===== src/rtl/ttt_turn_scheduler.sv =====
// ttt_turn_scheduler
// Sequences a single tic-tac-toe game over the 9-position board datapath.
// Turns strictly alternate between the player and the computer. Each move
// request from the side to move is validated against board occupancy and,
// when legal, turned into a one-hot write strobe to the position registers.
// A turn that sees no legal move for TIMEOUT_CYCLES cycles passes to the
// other side. MAX_ILLEGAL consecutive illegal requests in one turn forfeit
// the game. Win/draw scores saturate at 255 and persist across games.
//
// Ports
//   clock, reset         system clock, asynchronous active-high reset
//   start, first_pc      begin a new game (IDLE/DONE only); 1 = computer first
//   pl_req/pl_pos        player request (level) and position 0..8
//   pl_ack/pl_err        one-cycle consume pulse; err = request was illegal
//   pc_req/pc_pos        computer request and position
//   pc_ack/pc_err        computer consume pulse and illegal qualifier
//   board_occ            occupancy of positions 0..8 from the datapath
//   win, who, no_space   winner detector / no-space detector results
//   wr_en, wr_who        one-hot position write strobe and the writer (10 pc, 01 pl)
//   board_clr            one-cycle pulse clearing the position registers
//   turn                 01 player to move, 10 computer to move, 00 otherwise
//   game_over, result    DONE flag; 01 player won, 10 computer won, 11 draw
//   timeout_pulse        one-cycle pulse when a turn times out
//   pl_score, pc_score, draw_score   saturating game tallies

module ttt_turn_scheduler #(
    parameter int TIMEOUT_CYCLES = 1000,
    parameter int MAX_ILLEGAL    = 3,
    parameter int TO_W           = 10
) (
    input  logic       clock,
    input  logic       reset,
    input  logic       start,
    input  logic       first_pc,
    input  logic       pl_req,
    input  logic [3:0] pl_pos,
    output logic       pl_ack,
    output logic       pl_err,
    input  logic       pc_req,
    input  logic [3:0] pc_pos,
    output logic       pc_ack,
    output logic       pc_err,
    input  logic [8:0] board_occ,
    input  logic       win,
    input  logic [1:0] who,
    input  logic       no_space,
    output logic [8:0] wr_en,
    output logic [1:0] wr_who,
    output logic       board_clr,
    output logic [1:0] turn,
    output logic       game_over,
    output logic [1:0] result,
    output logic       timeout_pulse,
    output logic [7:0] pl_score,
    output logic [7:0] pc_score,
    output logic [7:0] draw_score
);

    localparam int IL_W = $clog2(MAX_ILLEGAL + 1);

    typedef enum logic [2:0] {
        S_IDLE,
        S_CLEAR,
        S_TURN_PL,
        S_TURN_PC,
        S_COMMIT,
        S_CHECK,
        S_DONE
    } state_t;

    state_t          r_state;
    logic            r_firstPc;
    logic [1:0]      r_mover;
    logic [TO_W-1:0] r_toCnt;
    logic [IL_W-1:0] r_illCnt;
    logic            r_plWait;
    logic            r_pcWait;
    logic            r_plAck;
    logic            r_plErr;
    logic            r_pcAck;
    logic            r_pcErr;
    logic [8:0]      r_wrEn;
    logic [1:0]      r_wrWho;
    logic            r_boardClr;
    logic [1:0]      r_turn;
    logic            r_gameOver;
    logic [1:0]      r_result;
    logic            r_timeoutPulse;
    logic [7:0]      r_plScore;
    logic [7:0]      r_pcScore;
    logic [7:0]      r_drawScore;

    logic [8:0] w_plOnehot;
    logic [8:0] w_pcOnehot;
    logic       w_plLegal;
    logic       w_pcLegal;
    logic       w_isPl;
    logic       w_actReq;
    logic       w_actLegal;
    logic [8:0] w_actOnehot;
    logic [1:0] w_side;
    logic [1:0] w_other;
    logic       w_toExpire;
    logic       w_illLast;

    // Positions 9..15 shift the single bit out of the 9-bit vector, so the
    // one-hot is zero for them and the range test alone rejects them.
    assign w_plOnehot = 9'd1 << pl_pos;
    assign w_pcOnehot = 9'd1 << pc_pos;
    assign w_plLegal  = (pl_pos <= 4'd8) && ((board_occ & w_plOnehot) == 9'd0);
    assign w_pcLegal  = (pc_pos <= 4'd8) && ((board_occ & w_pcOnehot) == 9'd0);

    // Only the side that holds the turn is looked at. A side that was just
    // rejected stays blind until it drops its request for a cycle.
    assign w_isPl      = (r_state == S_TURN_PL);
    assign w_actReq    = w_isPl ? (pl_req && !r_plWait) : (pc_req && !r_pcWait);
    assign w_actLegal  = w_isPl ? w_plLegal : w_pcLegal;
    assign w_actOnehot = w_isPl ? w_plOnehot : w_pcOnehot;
    assign w_side      = w_isPl ? 2'b01 : 2'b10;
    assign w_other     = w_isPl ? 2'b10 : 2'b01;
    assign w_toExpire  = (r_toCnt == TO_W'(TIMEOUT_CYCLES - 1));
    assign w_illLast   = (r_illCnt == IL_W'(MAX_ILLEGAL - 1));

    // Game sequencer. All outputs are registered here; pulses default low
    // every cycle and are raised only in the cycle they belong to. A legal
    // move raises ack and wr_en together, COMMIT drops the strobe so the
    // position register and detectors settle, and CHECK decides the outcome.
    always_ff @(posedge clock or posedge reset) begin
        if (reset) begin
            r_state        <= S_IDLE;
            r_firstPc      <= 1'b0;
            r_mover        <= 2'b00;
            r_toCnt        <= '0;
            r_illCnt       <= '0;
            r_plWait       <= 1'b0;
            r_pcWait       <= 1'b0;
            r_plAck        <= 1'b0;
            r_plErr        <= 1'b0;
            r_pcAck        <= 1'b0;
            r_pcErr        <= 1'b0;
            r_wrEn         <= 9'd0;
            r_wrWho        <= 2'b00;
            r_boardClr     <= 1'b0;
            r_turn         <= 2'b00;
            r_gameOver     <= 1'b0;
            r_result       <= 2'b00;
            r_timeoutPulse <= 1'b0;
            r_plScore      <= 8'd0;
            r_pcScore      <= 8'd0;
            r_drawScore    <= 8'd0;
        end else begin
            r_plAck        <= 1'b0;
            r_plErr        <= 1'b0;
            r_pcAck        <= 1'b0;
            r_pcErr        <= 1'b0;
            r_boardClr     <= 1'b0;
            r_timeoutPulse <= 1'b0;
            if (!pl_req) r_plWait <= 1'b0;
            if (!pc_req) r_pcWait <= 1'b0;

            case (r_state)
                S_IDLE, S_DONE: begin
                    if (start) begin
                        r_firstPc  <= first_pc;
                        r_result   <= 2'b00;
                        r_gameOver <= 1'b0;
                        r_boardClr <= 1'b1;
                        r_state    <= S_CLEAR;
                    end
                end

                S_CLEAR: begin
                    r_toCnt  <= '0;
                    r_illCnt <= '0;
                    if (r_firstPc) begin
                        r_turn  <= 2'b10;
                        r_state <= S_TURN_PC;
                    end else begin
                        r_turn  <= 2'b01;
                        r_state <= S_TURN_PL;
                    end
                end

                S_TURN_PL, S_TURN_PC: begin
                    // A legal request beats a timeout landing in the same cycle.
                    if (w_actReq && w_actLegal) begin
                        if (w_isPl) r_plAck <= 1'b1;
                        else        r_pcAck <= 1'b1;
                        r_wrEn   <= w_actOnehot;
                        r_wrWho  <= w_side;
                        r_mover  <= w_side;
                        r_turn   <= 2'b00;
                        r_toCnt  <= '0;
                        r_illCnt <= '0;
                        r_state  <= S_COMMIT;
                    end else if (w_actReq && w_illLast) begin
                        // Final illegal request forfeits the game to the other side.
                        if (w_isPl) begin
                            r_plAck  <= 1'b1;
                            r_plErr  <= 1'b1;
                            r_plWait <= 1'b1;
                            if (r_pcScore != 8'hFF) r_pcScore <= r_pcScore + 8'd1;
                        end else begin
                            r_pcAck  <= 1'b1;
                            r_pcErr  <= 1'b1;
                            r_pcWait <= 1'b1;
                            if (r_plScore != 8'hFF) r_plScore <= r_plScore + 8'd1;
                        end
                        r_result   <= w_other;
                        r_gameOver <= 1'b1;
                        r_turn     <= 2'b00;
                        r_toCnt    <= '0;
                        r_illCnt   <= '0;
                        r_state    <= S_DONE;
                    end else begin
                        if (w_actReq) begin
                            if (w_isPl) begin
                                r_plAck  <= 1'b1;
                                r_plErr  <= 1'b1;
                                r_plWait <= 1'b1;
                            end else begin
                                r_pcAck  <= 1'b1;
                                r_pcErr  <= 1'b1;
                                r_pcWait <= 1'b1;
                            end
                            r_illCnt <= r_illCnt + IL_W'(1);
                        end
                        // The turn-pass clear of the illegal count overrides the
                        // increment above when both happen in one cycle.
                        if (w_toExpire) begin
                            r_timeoutPulse <= 1'b1;
                            r_turn         <= w_other;
                            r_toCnt        <= '0;
                            r_illCnt       <= '0;
                            r_state        <= w_isPl ? S_TURN_PC : S_TURN_PL;
                        end else begin
                            r_toCnt <= r_toCnt + TO_W'(1);
                        end
                    end
                end

                S_COMMIT: begin
                    r_wrEn  <= 9'd0;
                    r_wrWho <= 2'b00;
                    r_state <= S_CHECK;
                end

                S_CHECK: begin
                    if (win) begin
                        r_result   <= who;
                        r_gameOver <= 1'b1;
                        if (who == 2'b01 && r_plScore != 8'hFF) r_plScore <= r_plScore + 8'd1;
                        if (who == 2'b10 && r_pcScore != 8'hFF) r_pcScore <= r_pcScore + 8'd1;
                        r_state    <= S_DONE;
                    end else if (no_space) begin
                        r_result   <= 2'b11;
                        r_gameOver <= 1'b1;
                        if (r_drawScore != 8'hFF) r_drawScore <= r_drawScore + 8'd1;
                        r_state    <= S_DONE;
                    end else begin
                        r_toCnt  <= '0;
                        r_illCnt <= '0;
                        if (r_mover == 2'b01) begin
                            r_turn  <= 2'b10;
                            r_state <= S_TURN_PC;
                        end else begin
                            r_turn  <= 2'b01;
                            r_state <= S_TURN_PL;
                        end
                    end
                end

                default: begin
                    r_state <= S_IDLE;
                end
            endcase
        end
    end

    assign pl_ack        = r_plAck;
    assign pl_err        = r_plErr;
    assign pc_ack        = r_pcAck;
    assign pc_err        = r_pcErr;
    assign wr_en         = r_wrEn;
    assign wr_who        = r_wrWho;
    assign board_clr     = r_boardClr;
    assign turn          = r_turn;
    assign game_over     = r_gameOver;
    assign result        = r_result;
    assign timeout_pulse = r_timeoutPulse;
    assign pl_score      = r_plScore;
    assign pc_score      = r_pcScore;
    assign draw_score    = r_drawScore;

endmodule


===== config.mk =====
export PLATFORM = sky130hd
export DESIGN_NAME = ttt_turn_scheduler
export DESIGN_NICKNAME = d
export VERILOG_FILES = /design/src/rtl/ttt_turn_scheduler.sv
export SDC_FILE = /design/constraint.sdc
export NUM_CORES = 1
export LEC_CHECK = 0
export ABC_AREA = 1
export ABC_CLOCK_PERIOD_IN_PS = 3200
export BUFFER_PORTS_ARGS = -buffer_cell sky130_fd_sc_hd__buf_2
export CORE_ASPECT_RATIO = 0.7
export CORE_UTILIZATION = 55
export CTS_CLUSTER_SIZE = 16
export DETAILED_ROUTE_END_ITERATION = 16
export MAX_ROUTING_LAYER = met4
export PLACE_DENSITY = 0.86
export SYNTH_ARGS = -nofsm -noshare
export SYNTH_HDL_FRONTEND = slang
export SYNTH_SLANG_ARGS = --single-unit

===== constraint.sdc =====
create_clock -name clock -period 3.2 [get_ports clock]
set_clock_uncertainty 0.1 [all_clocks]
set_input_delay 0.16 -clock clock [delete_from_list [all_inputs] [get_ports clock]]
set_output_delay 0.16 -clock clock [all_outputs]
set_load 0.05 [all_outputs]

; ---- Yosys cells after proc, flatten, opt, wreduce, memory -nomap -nowiden
; Index checks and enable logic that the tools add are counted.
[word_totals]
regBits = 66
inputBits = 27
out_inout_bits = 46
word_cells = 191
[classes]
n_addsub = 5
magnitude_cmp = 2
n_eq_ne = 30
shift = 2
muxes = 98
bitwise_logic = 3
n_reduce_logical = 30
[op_table]
columns = cell, n
row1 = 8-bit 2-to-1 mux, 12
row2 = 10-bit 2-to-1 mux, 5
row3 = 1-bit 2-to-1 mux, 42
row4 = 2-bit 2-to-1 mux, 21
row5 = 8-bit case mux with 2 select lines, 2
row6 = 10-bit case mux with 3 select lines, 1
row7 = "2-bit inequality test, second input constant", 13
row8 = "8-bit by 1-bit adder with 8-bit output, second input constant", 3
row9 = "8-bit inequality test, second input constant", 3
row10 = 9-bit bitwise AND, 2
row11 = 9-bit zero test, 2
row12 = 3-bit 2-to-1 mux, 6
row13 = 9-bit 2-to-1 mux, 2
row14 = 2-bit case mux with 3 select lines, 3
row15 = 9-bit case mux with 2 select lines, 1
row16 = "1-bit by 4-bit << shifter with 9-bit output, first input constant", 2
row17 = 3-bit case mux with 5 select lines, 1
row18 = 7-bit AND reduction, 2
row19 = 4-bit AND reduction, 3
row20 = "10-bit by 1-bit adder with 10-bit output, second input constant", 1
row21 = "10-bit == test, second input constant", 1
row22 = "3-bit == test, second input constant", 3
row23 = "4-bit less-or-equal comparator, second input constant", 2
row24 = 1-bit logical AND, 8
row25 = other kinds (19), 29

; ---- Logic depth before layout (Yosys ltp)
; Gate-level depths: netlist of run 1.
[logic_depth]
ltp_word = 8
mapped_depth = 13
depth_no_buf = 13

; ---- Worst setup path before layout of run 1
; Ideal clock, no wire load.
[synth_path]
kind = reg2reg
from = reg r_pcScore[0] (netlist: pc_score[0])
to = reg r_pcScore[2] (netlist: pc_score[2])
setup_ns = 0.128
arrival_time_ns = 1.758
required_time_ns = 2.972
setup_slack_ns = 1.215
path_stages_with_launch = 9
path_buffers = 1
synth_period_minus_slack_ns = 1.985
path_cell_list = dfrtp_1 -> ha_1 -> nand3_1 -> nor2_1 -> a31oi_1 -> nand3_4 -> buf_6 -> nand2_1 -> o21ai_0
[synth_between]
elab_chain_cells = 6
elab_cells_between_ends = 13
cone_classes = 1 x add/sub / 3 x eq/ne / 7 x mux / 2 x reduce/logical
[synth_lines]
columns = item, line_no
row1 = "start, declared", 90  ; logic [7:0] r_pcScore;
row2 = "start signal, assigned", 202  ; if (r_pcScore != 8'hFF) r_pcScore <= r_pcScore + 8'd1;
row3 = "start signal, assigned", 253  ; if (who == 2'b10 && r_pcScore != 8'hFF) r_pcScore <= r_pcScore + 8'd1;
row4 = 8-bit by 1-bit adder with 8-bit output, "202, 253"
row5 = 8-bit 2-to-1 mux, 202
row6 = 8-bit 2-to-1 mux, 198  ; if (w_isPl) begin
row7 = 8-bit 2-to-1 mux, 196  ; end else if (w_actReq && w_illLast) begin
row8 = 8-bit 2-to-1 mux, 186  ; if (w_actReq && w_actLegal) begin
row9 = 8-bit case mux with 2 select lines, 161  ; case (r_state)
; Several ways; a longest one is shown, not always the timed one. The select of a mux whose other input is x is not followed.
; A chain may end at the register's enable or synchronous reset.

; ---- Worst setup path after layout of run 1
[layout_path]
from = reg r_state[2]
to = reg r_result[1] (netlist: result[1])
[layout_between]
elab_chain_cells = 5
elab_cells_between_ends = 21
cone_classes = 8 x eq/ne / 6 x mux / 7 x reduce/logical
[layout_lines]
columns = item, line_no
row1 = "start, declared", 71  ; state_t r_state;
row2 = "start signal, assigned", 235  ; r_state <= w_isPl ? S_TURN_PC : S_TURN_PL;
row3 = 3-bit by 2-bit == test with 1-bit output, "115, 161"
row4 = 2-bit 2-to-1 mux (tied with other cells), 120  ; assign w_other = w_isPl ? 2'b10 : 2'b01;
row5 = 2-bit 2-to-1 mux (tied with other cells), 196
row6 = 2-bit 2-to-1 mux or 2-bit inequality test (tied branches), -
row7 = 2-bit case mux with 3 select lines or 5-bit AND reduction (tied branches), -
row8 = "end signal, assigned", 209  ; r_result <= w_other;
row9 = "end signal, assigned", 250  ; r_result <= who;
row10 = "end, declared", 87  ; logic [1:0] r_result;
; Several ways; a longest one is shown, not always the timed one. The select of a mux whose other input is x is not followed.

==> results of run 1 <==
routing by layer:
| metal | part of all wire | wire (um) | track usage | up-vias |
|---|---|---|---|---|
| li1 | - | - | - | 1766 |
| met1 | 0.46 | 4210 | 0.379 | 1667 |
| met2 | 0.45 | 4070 | 0.409 | 142 |
| met3 | 0.080 | 727 | 0.0663 | 11 |
| met4 | 0.013 | 116 | 0.0741 | 0 |
| met5 | 0 | 0 | - | - |
kinds of logic (layout without fill, tap and decap cells):
group | after synthesis | in the layout
AOI/OAI and AO/OA | 59 | 59
xor gates and xnor gates | 24 | 24
adders and majority gates | 5 | 5
buffers and inverters | 75 | 162
DFF | 66 | 66
and+or+nand+nor | 268 | 268
cell usage in the layout, fill, tap and decap left out, types with 7 or more instances in the layout:
cell / netlist / routed
nand2_1: 135 / 135
buf_2: 2 / 72
dfrtp_1: 66 / 66
inv_1: 58 / 57
nand3_1: 49 / 49
nor2_1: 42 / 42
o21ai_0: 15 / 15
o21ai_1: 15 / 15
a21oi_1: 15 / 15
xnor2_1: 13 / 13
clkbuf_8: 0 / 12
xor2_1: 11 / 11
inv_2: 9 / 10
nand4_1: 8 / 8
nor2_2: 7 / 7
nor3_1: 7 / 7
cell type report:
| cell class | instances | area (um2) |
|---|---|---|
| fillers | 550 | 1930 |
| multi-input cells | 356 | 1840 |
| flip-flops and latches | 66 | 1650 |
| repair buffers | 78 | 418 |
| inverters | 68 | 255 |
| clock buffers | 13 | 169 |
| well taps | 91 | 114 |
| clock inverters | 3 | 46.3 |
worst min-delay path: stages:
cell and delay (ps):
buf_2 110, o32ai_1 90, inv_1 50, nand2_1 40, nand2_1 50, nand2_1 40
power by group through the flow:
stage / Clock (uW) / Sequential [uW] / Combinational (uW)
6_report: 756 / 1250 / 1960
5_1_grt: 802 / 1280 / 2140
4_1_cts: 767 / 1250 / 1950
3_5_place_dp: 0 / 1260 / 1940
3_3_place_gp: 0 / 1250 / 1880
2_1_floorplan: 0 / 1780 / 986
worst min path at each step:
stage                   from            end  slack, ps  cells after the start
floorplan           first_pc      r_firstPc        180                      2
global placement       reset  draw_score[7]         80                      2
detailed placement     reset  draw_score[7]         90                      2
CTS                 no_space     r_state[0]        110                      6
global route        no_space     r_state[0]        140                      6
finish              no_space     r_state[0]        130                      6
synth_stat cells:
| master | instances |
|---|---|
| inv_2 | 9 |
| inv_1 | 58 |
| nand2_1 | 135 |
| o22ai_1 | 5 |
| xor2_1 | 11 |
| dfrtp_1 | 66 |
| nor2_1 | 42 |
| ha_1 | 5 |
| nand2_4 | 3 |
| buf_2 | 2 |
| nand3_4 | 2 |
| o21ai_1 | 15 |
| clkinv_1 | 1 |
| nor2_2 | 7 |
| or3_1 | 1 |
| a21boi_0 | 1 |
| nor2_4 | 5 |
| a21oi_1 | 15 |
| nor4_1 | 4 |
| nand4_1 | 8 |
| o21ai_2 | 1 |
| a21o_1 | 1 |
| o32ai_1 | 1 |
| nand3_2 | 5 |
| o21ai_0 | 15 |
| buf_6 | 2 |
| clkbuf_1 | 3 |
| nor3_1 | 7 |
| a31oi_1 | 5 |
| nand3_1 | 49 |
| xnor2_1 | 13 |
per-stage QoR:
stage / util / setup WS (ps)
after floorplan: - / 1210
after global placement: 0.658 / 1110
after detailed placement: 0.658 / 972
after CTS: 0.699 / 960
after global routing: 0.699 / 689
final: 0.699 / 935
registers in the layout, summed over array words and instances (netlist names), 2 cells and up:
register / count
r_toCnt: 10
wr_en: 9
draw_score: 8
pc_score: 8
pl_score: 8
r_state: 3
r_illCnt: 2
r_mover: 2
result: 2
turn: 2
wr_who: 2
==> results.py, run 1 <==
metrics = {
    "status": {
        "run_status": "finished clean",
    },
    "worst_setup_path": {
        "reg2reg_slack_ps": 940,
        "end_of_the_worst_register_to_register_path": "result[1]",
        "critical_path_cell_count": 11,
        "worst-path-max-fanout": 18,
        "r2r_startpoint": "r_state[2]",
        "setup.worst_path.end_class": "flip-flop",
        "cp-start-kind": "flip-flop",
        "timing.critical_path.from": "r_state[2]",
        "worstPathRequired_ps": 3360,
        "slowest_delay_ps": 420,
        "timing.critical_path.buf_inv": 2,
        "path_cells": "inv_2 -> nand3_2 -> nand2_1 -> inv_2 -> nand2_1 -> nor2_1 -> nand3_2 -> nand2_4 -> nand2_4 -> nand3_1 -> o21ai_0",
        "crit_path_end": "result[1]",
        "critical_path.top_delay_family": "simple AND/OR/NAND/NOR gates",
        "critPathSlowestCell": "dfrtp_1",
        "reg2regPathDepth": 11,
        "timing.critical_path.arrival_ps": 2430,
        "path_class": "flip-flop to flip-flop",
    },
    "sta": {
        "slew-limit-headroom": 0.612,
        "hold_ws_ps": 131,
        "final.setup.tns_ps": 0,
        "hold_vio_cnt_final": 0,
        "finalWorstPathRequiredPeriod_ps": 2260,
        "final-setup-viol-count": 0,
        "tightest_slew_ps": 581,
        "highest_achievable_clock_rate_mhz": 442,
        "drv_slew": 0,
        "grt_setup_unrepaired": "no",
        "min_period_over_period": 0.708,
    },
    "finish": {
        "finalNetCount": 611,
        "synthToLayoutAreaGrowth_pct": 18.6,
        "antenna_cells": 0,
        "post_route_cells_drive_above_1_share": 0.207,
        "finish.cell_count_without_fillers": 675,
        "finish.instance_area_um2": 4490,
    },
    "flow_run": {
        "cap_violations": 0,
    },
    "logic_synthesis": {
        "syn_avg_cell_area_um2": 7.62,
        "syn_inst": 497,
        "synthesis.nets": 529,
        "yosys_register_bits": 66,
        "synth_top_cell_by_area": "dfrtp_1",
        "muxShareOfSynthArea": 0,
        "synth_top_area_share": 0.436,
        "synth-compound-area-share": 0.0845,
        "sequential_fraction_of_the_synthesis_area": 0.436,
        "mappedNetlistArea_um2": 3790,
        "synth_fa_ha_area_frac": 0.0165,
        "synthTopCellsByArea": "dfrtp_1 44%, nand2_1 13%, nand3_1 6.5%, inv_1 5.7%, nor2_1 4.2%",
        "synth_xor_xnor_area_share": 0.0555,
        "ys_types": 31,
        "simple_gate_area_share_of_the_yosys_netlist": 0.329,
        "yosysWarnings": 0,
        "main_combinational_cell_family_by_area_after_synthesis": "simple AND/OR/NAND/NOR gates",
    },
    "floorplanning": {
        "start_util": 0.590,
        "die_y_um": 71.4,
        "floorplan.die.width_um": 101,
        "rows": 24,
        "dieArea_um2": 7230,
        "coreArea_um2": 6430,
        "design.portCount": 73,
    },
    "cts": {
        "post_cts_resize_count": 0,
        "cts_inserted_buffers": 9,
        "cts.reportedPaths.clkPinSlew_ps": 70,
        "number_of_buffers_on_the_longest_clock_path": 2,
        "hold_buffers": 5,
        "clk_sink_count": 66,
        "worst_skew_pair.late_latency_ps": 350,
        "htree_num_levels": 3,
        "post_cts_setup_buffers": 0,
        "cts.root.buffer_cell": "clkbuf_8",
        "cts_tree": "yes",
    },
    "power_and_ir_drop": {
        "p_leak_uw": 0.00233,
        "cell_internal_pwr_uw": 1990,
        "p_seq_frac": 0.315,
        "power.density_nw_per_um2": 884,
        "worst_ir_drop_vdd_mv": 0.622,
        "total_power_uw": 3970,
        "sw_frac_of_total": 0.499,
        "power.share.clock": 0.190,
        "p_sw_uw": 1980,
        "share_comb_of_total_power": 0.495,
    },
    "drt": {
        "drt_iter0_markers": 298,
        "remaining_drc_errors": 0,
        "route.detailed.wl_per_inst_um": 13.5,
        "drt-pass1-iter-count": 6,
        "route.antenna.remaining_nets": 0,
        "detail_route.wirelength_mm": 9.13,
        "via_per_inst": 5.31,
        "detailroute.via_count": 3586,
    },
    "global_route": {
        "globalRouteOverflowTotal": 0,
        "via_count_of_the_first_global_routing_pass": 3186,
        "grtUsageTotal": 0.275,
        "grt_start_max_net_pins": 47,
        "grt_first_pass_wirelength_mm": 14.9,
        "grt_antenna_before_repair": 0,
    },
    "placement": {
        "hpwlAfterDp_mm": 6.73,
        "gp_congestion": 0.969,
        "place_inst": 654,
        "io_buffer_count": 72,
        "placedInstanceArea_um2": 4230,
    },
    "min_path": {
        "hold_path_class": "input port to flip-flop",
    },
}
Power figures use the tool's default switching activity.
==> run 2: changes to the inputs <==
--- a/config.mk
+++ b/config.mk
@@ -5,8 +5,8 @@
 export SDC_FILE = /design/constraint.sdc
 export NUM_CORES = 1
 export LEC_CHECK = 0
-export ABC_AREA = 1
-export ABC_CLOCK_PERIOD_IN_PS = 3200
+export ABC_AREA = 0
+export ABC_CLOCK_PERIOD_IN_PS = 2400
 export BUFFER_PORTS_ARGS = -buffer_cell sky130_fd_sc_hd__buf_2
 export CORE_ASPECT_RATIO = 0.7
 export CORE_UTILIZATION = 55
==> constraint.sdc (replaced) <==
create_clock -name clock -period 2.4 [get_ports clock]
set_clock_uncertainty 0.1 [all_clocks]
set_input_delay 0.12 -clock clock [delete_from_list [all_inputs] [get_ports clock]]
set_output_delay 0.12 -clock clock [all_outputs]
set_load 0.05 [all_outputs]
==> run 2 against run 1 <==
Synthesized area up 6.8%. Combinational power up 84%. Die area up 6.6%. Sequential share of layout area down 2.4 points. Synthesized cell count down 10%. Utilization down 0.69 points. Design area up 7.0%. Global-route usage up 4.0 points. Non-clock buffer count up 21. Register-to-register slack worse by 890 ps. Highest routed layer unchanged.
==> results.py, run 2 <==
metrics = {
    "sta": {
        "hold_ws_ps": 87.4,
        "highest_achievable_clock_rate_mhz": 425,
        "drv_slew": 0,
        "min_period_over_period": 0.981,
        "grt_setup_unrepaired": "no",
        "tightest_slew_ps": 658,
        "hold_vio_cnt_final": 0,
        "slew-limit-headroom": 0.561,
        "final-setup-viol-count": 0,
        "final.setup.tns_ps": 0,
        "finalWorstPathRequiredPeriod_ps": 2350,
    },
    "logic_synthesis": {
        "sequential_fraction_of_the_synthesis_area": 0.408,
        "synth_commonest_cells": "66 x dfrtp_1, 35 x nand2_1, 26 x a21oi_1",
        "postSynth.asyncResetShare": 1.00,
        "synth_ff_type": "dfrtp_1",
        "synth_edf_count": 0,
        "synth_top_cell_by_area": "dfrtp_1",
        "yosysMostFrequentCell": "dfrtp_1",
        "mappedNetlistArea_um2": 4050,
        "syn_avg_cell_area_um2": 9.05,
        "synth_top_area_share": 0.408,
        "syn_inst": 447,
        "yosys_register_bits": 66,
        "ys_types": 71,
        "yosysWarnings": 0,
        "synthesis.nets": 479,
        "synthTopCellsByArea": "dfrtp_1 41%, nand2_1 3.2%, a21oi_1 3.2%, nand3_1 2.8%, xnor2_1 2.8%",
    },
    "finish": {
        "layout_common_cells": "72 x buf_2, 65 x dfrtp_1, 35 x nand2_1, 26 x a21oi_1, 23 x nand3_1",
        "fill_cell_instance_count_of_the_final_layout": 563,
        "post_route_cells_drive_above_1_share": 0.243,
        "synthToLayoutAreaGrowth_pct": 18.8,
        "final_common_cell": "buf_2",
        "regMostFlops": "r_toCnt",
        "finalNetCount": 557,
        "antenna_cells": 0,
        "largest_register_ff_count": 10,
    },
    "drt": {
        "drt_iter0_markers": 419,
        "remaining_drc_errors": 0,
        "detail_route.wirelength_mm": 11.2,
        "detailroute.via_count": 4050,
        "via_per_inst": 6.49,
        "route.detailed.wl_per_inst_um": 18.0,
        "drt-pass1-iter-count": 6,
        "route.antenna.remaining_nets": 0,
    },
    "global_route": {
        "grt_start_max_net_pins": 37,
        "globalRouteOverflowTotal": 0,
        "grtUsageTotal": 0.315,
        "grt_first_pass_wirelength_mm": 18.4,
        "grt_antenna_before_repair": 0,
        "via_count_of_the_first_global_routing_pass": 3734,
    },
    "placement": {
        "hpwlAfterDp_mm": 7.87,
        "gp_congestion": 0.924,
        "io_buffer_count": 72,
    },
    "worst_setup_path": {
        "worstPathRequired_ps": 2540,
        "cp-start-kind": "flip-flop",
        "path_class": "flip-flop to flip-flop",
        "timing.critical_path.arrival_ps": 2490,
        "worst-path-max-fanout": 16,
        "setup.worst_path.end_class": "flip-flop",
    },
    "cts": {
        "cts_tree": "yes",
        "worst_skew_pair.late_latency_ps": 360,
        "cts.root.buffer_cell": "clkbuf_8",
        "cts.reportedPaths.clkPinSlew_ps": 70,
        "clk_sink_count": 66,
        "cts_inserted_buffers": 9,
        "htree_num_levels": 3,
        "number_of_buffers_on_the_longest_clock_path": 2,
    },
    "min_path": {
        "hold_path_class": "input port to flip-flop",
    },
    "floorplanning": {
        "coreArea_um2": 6940,
        "dieArea_um2": 7710,
        "start_util": 0.583,
        "floorplan.die.width_um": 105,
        "rows": 25,
        "design.portCount": 73,
        "die_y_um": 73.8,
    },
    "flow_run": {
        "cap_violations": 0,
    },
    "power_and_ir_drop": {
        "worst_ir_drop_vdd_mv": 0.802,
        "power.density_nw_per_um2": 1330,
        "p_leak_uw": 0.00214,
    },
    "status": {
        "run_status": "finished clean",
    },
}
==> run 2: changes by cell type in the layout (fill, tap and decap cells not counted), moves of 11 or more <==
cell	before	now
a21oi_1	15	26
and3_1	0	17
buf_4	1	20
inv_1	57	13
nand2_1	135	35
nand3_1	49	23
nor2_1	42	19
nor2b_1	0	11
nor3_1	7	21
==> run 2: cell families (layout without fill, tap and decap cells) <==
| family | Yosys count | in the layout | share of synthesized area |
|---|---|---|---|
| compound gates | 115 | 115 | 0.197 |
| xor+xnor | 19 | 19 | 0.0411 |
| fa+ha+maj | 6 | 6 | 0.0179 |
| buf+inv | 46 | 129 | 0.0563 |
| flops | 66 | 66 | 0.408 |
| mux | 9 | 9 | 0.0235 |
| simple gates | 186 | 186 | 0.256 |
==> run 2: what timing repair did <==
| action | 4_1_cts | 5_1_grt |
|---|---|---|
| hold endpoints to repair | 33 | 0 |
| resized for setup | 0 | 6 |
| hold buffers | 4 | 0 |
| setup endpoints to repair | 0 | 13 |
| setup buffers | 0 | 0 |
==> run 2: worst paths after layout <==
check	startpoint	end	slack [ps]	cells past startpoint
setup / recovery	r_state[2]	pc_score[2]	50	7
hold / removal	start	board_clr	90	3
setup reg to reg	r_state[2]	pc_score[2]	50	7
hold reg to reg	r_illCnt[1]	r_illCnt[1]	400	2
max in group asynchronous	reset	r_state[1]	1270	4
min in group asynchronous	reset	board_clr	290	3
==> run 2: power breakdown <==
group | internal, uW | switching (uW) | total [uW]
clock | 536 | 418 | 954
sequential | 1480 | 346 | 1820
combinational | 1130 | 2470 | 3610
==> run 2: critical path: stages (launching register included) <==
cell and delay (ps):
dfrtp_1 420, buf_4 220, and2b_2 260, a41oi_1 470
a31o_2 370, nor3_1 100, a211oi_1 210, nand3_1 100
==> run 2: area by class of cell <==
type	count	area [um2]	share of cell area
clock buffers	14	163	0.0338
clock inverters	2	35.0	0.00729
inverters	14	52.6	0.0109
multi-input cells	335	2180	0.454
flip-flops and latches	66	1650	0.344
well taps	94	118	0.0245
repair buffers	99	602	0.125
==> run 2: metrics by stage <==
| step | util | std cells | cell area (um2) | worst slack [ps] | total power, uW |
|---|---|---|---|---|---|
| final | 0.692 | 624 | 4810 | 46.8 | 6380 |
| after global routing | 0.692 | 624 | 4810 | 7.04 | 6730 |
| after CTS | 0.689 | 624 | 4780 | 66.2 | 6290 |
| after detailed placement | 0.655 | 604 | 4550 | 59.3 | 5320 |
| after global placement | 0.655 | 604 | 4550 | 172 | 5180 |
| after floorplan | - | 447 | 4050 | 20.1 | 4390 |
==> run 2: routing by layer <==
layer,wire length (um),global-route usage
met5,0,-
met4,265,0.0968
met3,1040,0.0772
met2,4850,0.465
met1,5050,0.427
